$ cat config.mk
export PLATFORM = sky130hd
export DESIGN_NAME = and_stim_seq
export DESIGN_NICKNAME = d
export VERILOG_FILES = /design/src/rtl/and_stim_seq.sv
export SDC_FILE = /design/constraint.sdc
export NUM_CORES = 1
export LEC_CHECK = 0
export CAP_MARGIN = 10
export CORE_MARGIN = 2
export CORE_UTILIZATION = 42
export CTS_CLUSTER_DIAMETER = 80
export DETAILED_ROUTE_END_ITERATION = 8
export PLACE_DENSITY = 0.69
export SETUP_SLACK_MARGIN = 0.02
export SYNTH_ARGS = -nofsm -noshare
export SYNTH_HDL_FRONTEND = slang
export SYNTH_SLANG_ARGS = --single-unit
$ cat constraint.sdc
create_clock -name clk -period 1.56 [get_ports clk]
set_input_delay 0.156 -clock clk [delete_from_list [all_inputs] [get_ports clk]]
set_output_delay 0.156 -clock clk [all_outputs]
set_load 0.05 [all_outputs]
$ cat src/rtl/and_stim_seq.sv
// Clocked stimulus sequencer for the two-input AND gate stage: four fixed (a,b) vectors,
// each held HOLDn cycles. Define AND_STIM_CHECK_EN to build the x_in mismatch checker.
module and_stim_seq #(
  parameter int HOLD_W = 5,
  parameter int HOLD0  = 5,
  parameter int HOLD1  = 10,
  parameter int HOLD2  = 15,
  parameter int HOLD3  = 20
) (
  input  logic       clk,
  input  logic       rst_n,
  input  logic       start,
  input  logic       x_in,
  output logic       a,
  output logic       b,
  output logic       busy,
  output logic       done,
  output logic [1:0] step,
  output logic [7:0] err_count,
  output logic       mismatch
);

  typedef enum logic [1:0] {IDLE, DRIVE, DONE} state_t;

  state_t            state, state_nxt;
  logic [1:0]        step_r, step_nxt;
  logic [HOLD_W-1:0] cnt, cnt_nxt;
  logic              accept;
  logic              last;
  logic              vec_a, vec_b;

  // Hold values are truncated to HOLD_W bits; zero is promoted to one cycle.
  function automatic logic [HOLD_W-1:0] hold_of(input logic [1:0] s);
    logic [HOLD_W-1:0] h;
    case (s)
      2'd0:    h = HOLD_W'(HOLD0);
      2'd1:    h = HOLD_W'(HOLD1);
      2'd2:    h = HOLD_W'(HOLD2);
      default: h = HOLD_W'(HOLD3);
    endcase
    if (h == '0) h = HOLD_W'(1);
    return h;
  endfunction

  always_ff @(posedge clk or negedge rst_n) begin
    if (!rst_n) begin
      state  <= IDLE;
      step_r <= 2'd0;
      cnt    <= '0;
    end else begin
      state  <= state_nxt;
      step_r <= step_nxt;
      cnt    <= cnt_nxt;
    end
  end

  always_comb begin
    state_nxt = state;
    step_nxt  = step_r;
    cnt_nxt   = cnt;
    accept    = 1'b0;
    last      = 1'b0;
    case (state)
      IDLE: begin
        if (start) begin
          accept    = 1'b1;
          state_nxt = DRIVE;
          step_nxt  = 2'd0;
          cnt_nxt   = hold_of(2'd0);
        end
      end
      DRIVE: begin
        if (cnt <= HOLD_W'(1)) begin
          last = 1'b1;
          if (step_r != 2'd3) begin
            step_nxt = 2'(step_r + 2'd1);
            cnt_nxt  = hold_of(2'(step_r + 2'd1));
          end else begin
            state_nxt = DONE;
          end
        end else begin
          cnt_nxt = cnt - HOLD_W'(1);
        end
      end
      DONE:    state_nxt = IDLE;
      default: state_nxt = IDLE;
    endcase
  end

  // Vector table: 0 -> 00, 1 -> 11, 2 -> 01, 3 -> 10 (a,b).
  always_comb begin
    vec_a = 1'b0;
    vec_b = 1'b0;
    case (step_r)
      2'd0:    begin vec_a = 1'b0; vec_b = 1'b0; end
      2'd1:    begin vec_a = 1'b1; vec_b = 1'b1; end
      2'd2:    begin vec_a = 1'b0; vec_b = 1'b1; end
      default: begin vec_a = 1'b1; vec_b = 1'b0; end
    endcase
  end

  assign a    = (state == DRIVE) & vec_a;
  assign b    = (state == DRIVE) & vec_b;
  assign busy = (state == DRIVE);
  assign done = (state == DONE);
  assign step = step_r;

`ifdef AND_STIM_CHECK_EN
  logic       fail;
  logic       mm_r;
  logic [7:0] err_r;

  // x_in is judged on the last cycle of each vector, giving the gate the full hold to settle.
  assign fail = last & (x_in != (a & b));

  always_ff @(posedge clk or negedge rst_n) begin
    if (!rst_n) begin
      mm_r  <= 1'b0;
      err_r <= 8'd0;
    end else begin
      mm_r <= fail;
      if (accept)
        err_r <= 8'd0;
      else if (fail && err_r != 8'hFF)
        err_r <= err_r + 8'd1;
    end
  end

  assign mismatch  = mm_r;
  assign err_count = err_r;
`else
  logic [1:0] unused_chk;
  assign unused_chk = {x_in, last};
  assign mismatch   = 1'b0;
  assign err_count  = 8'd0;
  logic unused_accept;
  assign unused_accept = accept;
`endif

endmodule
==> results.cfg <==
[setup_path]
worst_setup_path_start_kind = flip-flop
path_buf_inv = 1
path_max_fanout = 6
timing_worst_setup_path_type = flip-flop to flip-flop
max_stage_delay_ns = 0.38
crit_chain = inv_1 -> ha_1 -> o21bai_4 -> mux2_2 -> a41oi_2 -> nor2_1
cp.required_ns = 1.72
crit_path_end_kind = flip-flop
critPathArrivalTime_ns = 1.71
critPathTopFamily = flip-flops
crit_slowest_cell = dfrtp_1

[die]
num_rows = 15
die_y_um = 45.7
start_util_pct = 43.3
core_sq_um = 1690
die_w_um = 45.7
num_io_pins = 19
die_area_sq_um = 2090

[yosys]
synth_edf_count = 0
synth_common_cells = buf_4, dfrtp_1, ha_1, inv_1, nor2_1
synthArstFlopShare_pct = 100
synth_area_leaders = dfrtp_1, ha_1, buf_4
ys.flop_type = dfrtp_1
avgSynthCellArea_sq_um = 9.02
seq_area_frac_synth_pct = 30.8
syn-instance-count = 81
yosysWarnings = 0
synth_seq_cells = 9
netlist_area_sq_um = 731
synth.top_cell.area_share_pct = 30.8
netlist-cell-type-count = 31
synth_area_leader_cell = dfrtp_1

[finish]
nFillCells = 126
regArea_sq_um = 231
diodes = 0
final_nets = 125
syn2layout_area_growth_pct = 53.3
layout-drive-gt1-share_pct = 46.9
postLayoutCellArea_sq_um = 1120
multi_input_area_sq_um = 507
finalNonFillerCells = 130

[place]
port_buffers = 8
globalplace.congestion = 0.780
place_inst = 114
placed_area_sq_um = 948
dp_hpwl_mm = 1.13

[sta]
rsz0062_at_grt = yes
finalClockSkew_ns = 0.00137
finalCriticalPeriod_ns = 1.55
drv_slew = 0
hold_viol_final = 0
fin_crit_sh_pct = 99.5
final-setup-viol-count = 0
holdWs_ns = 0.184
finalSetupTns_ns = 0
fmax_ghz = 0.644

[clock_tree]
clk_pin_slew_ns = 0.06
cts_hold_buf = 0
clock_sinks = 9
root_buffer = clkbuf_4
clk_latency_ns = 0.27
cts_inserted_buffers = 3
clk_path_buf_depth = 2
htreeDepth = 1
cts_tree = built

[pwr]
power_switching_mw = 1.30
intPower_mw = 1.43
p_sw_share_pct = 47.7
p_per_area_nw_per_um2 = 2440
p_leak_nw = 0.516
ir_worst_vdd_uv = 1770
pwr-share-seq_pct = 17.4
pwr-share-clk_pct = 6.7
p_comb_share_pct = 75.8

[grt]
grt_pass1_vias = 641
grt_max_degree = 10
grt_pass1_wl_mm = 2.88
globalRouteMet1Util_pct = 24.3
grt_overflow_total = 0
grt_usage_pct = 19.4
antenna_found_initial = 0
grt_util_met2_pct = 31.5
grt_busiest_layer = met2
use_met3_pct = 6.75

[outcome]
status = completed

[detailed_routing]
final_antenna_net_count = 0
routed_wl_mm = 1.95
firstDrtPassIters = 4
via_per_inst = 5.48
vias = 713
wl_per_cell_um = 15.0
drc = 0
drt_iter0_drc = 23

[flow_run]
drv_cap = 0

[worst_hold_path]
hold_class = primary input to async pin
==> metrics by stage <==
stage | power (mW) | setup slack (ns) | util [%]
2_1_floorplan | 1.61 | -0.00718 | -
3_3_place_gp | 2.21 | 0.00716 | 56.1
4_1_cts | 2.56 | -0.0190 | 62.1
6_report | 2.73 | 0.00829 | 66.3
5_1_grt | 2.88 | -0.0591 | 66.3
3_5_place_dp | 2.23 | 0.0160 | 56.1
==> what timing repair did <==
item	CTS	global route
resized for setup	5	9
pin swaps	5	9
buffers inserted	7	5
setup endpoints to repair	4	9
==> flip-flops by register name, summed over array words and instances, names as in the netlist <==
signal  cells
cnt         5
state       2
step        2
==> final timing paths <==
check                                      from                   to  slack, ns  cells past startpoint
hold / removal                            rst_n   cnt[1]$_DFFE_PN0P_       0.18                      1
max in group asynchronous                 rst_n  step[0]$_DFFE_PN0P_       1.06                      1
min in group clk           state[0]$_DFFE_PN0P_   cnt[0]$_DFFE_PN0P_       0.57                      2
setup / recovery             cnt[1]$_DFFE_PN0P_   cnt[4]$_DFFE_PN0P_      0.008                      6
setup reg to reg             cnt[1]$_DFFE_PN0P_   cnt[4]$_DFFE_PN0P_      0.008                      6
hold reg to reg            state[0]$_DFFE_PN0P_   cnt[0]$_DFFE_PN0P_       0.57                      2
==> power groups by stage <==
stage / combinational (mW) / clock, mW / sequential (mW)
floorplan: 1.02 / 0 / 0.591
global placement: 1.72 / 0 / 0.491
detailed placement: 1.73 / 0 / 0.496
CTS: 1.91 / 0.186 / 0.463
global route: 2.19 / 0.201 / 0.487
finish: 2.07 / 0.184 / 0.476
==> cells in the final DEF (no fill, tap or decap), types with 2 or more instances in the layout <==
master           count
buf_4               18
conb_1               9
nand3_1              6
dfrtp_1              6
inv_1                5
nor2_1               5
buf_6                5
buf_12               4
a21oi_1              3
nand2_1              3
ha_4                 3
ha_1                 3
clkbuf_4             3
inv_2                2
nor3_4               2
a31oi_1              2
o21bai_1             2
o21ai_0              2
nor3_1               2
clkdlybuf4s50_1      2
dfrtp_2              2
==> cell type report <==
type	count	area share [%]
multi-input cells	62	45.3
repair buffers	29	26.0
flip-flops and latches	9	20.7
inverters	9	3.69
clock buffers	3	2.01
well taps	17	1.90
clock inverters	1	0.447
==> per-layer routing <==
metal / part of all wire [%] / vias up
met3: 5.8 / 4
met1: 39 / 341
li1: - / 337
met2: 53 / 31
met5: 0 / -
met4: 1.5 / 0
==> cell families (layout without fill, tap and decap cells) <==
logic type / after synthesis / in the layout / share of synthesized area (%)
fa+ha+maj: 7 / 7 / 12.0
flops: 9 / 9 / 30.8
buf+inv: 18 / 42 / 14.6
simple gates: 25 / 25 / 19.0
xor+xnor: 1 / 1 / 1.20
mux: 1 / 1 / 1.54
compound gates: 19 / 19 / 20.4
other cells: 1 / 9 / 0.513
Note: power is estimated with default switching activity, not from simulation.
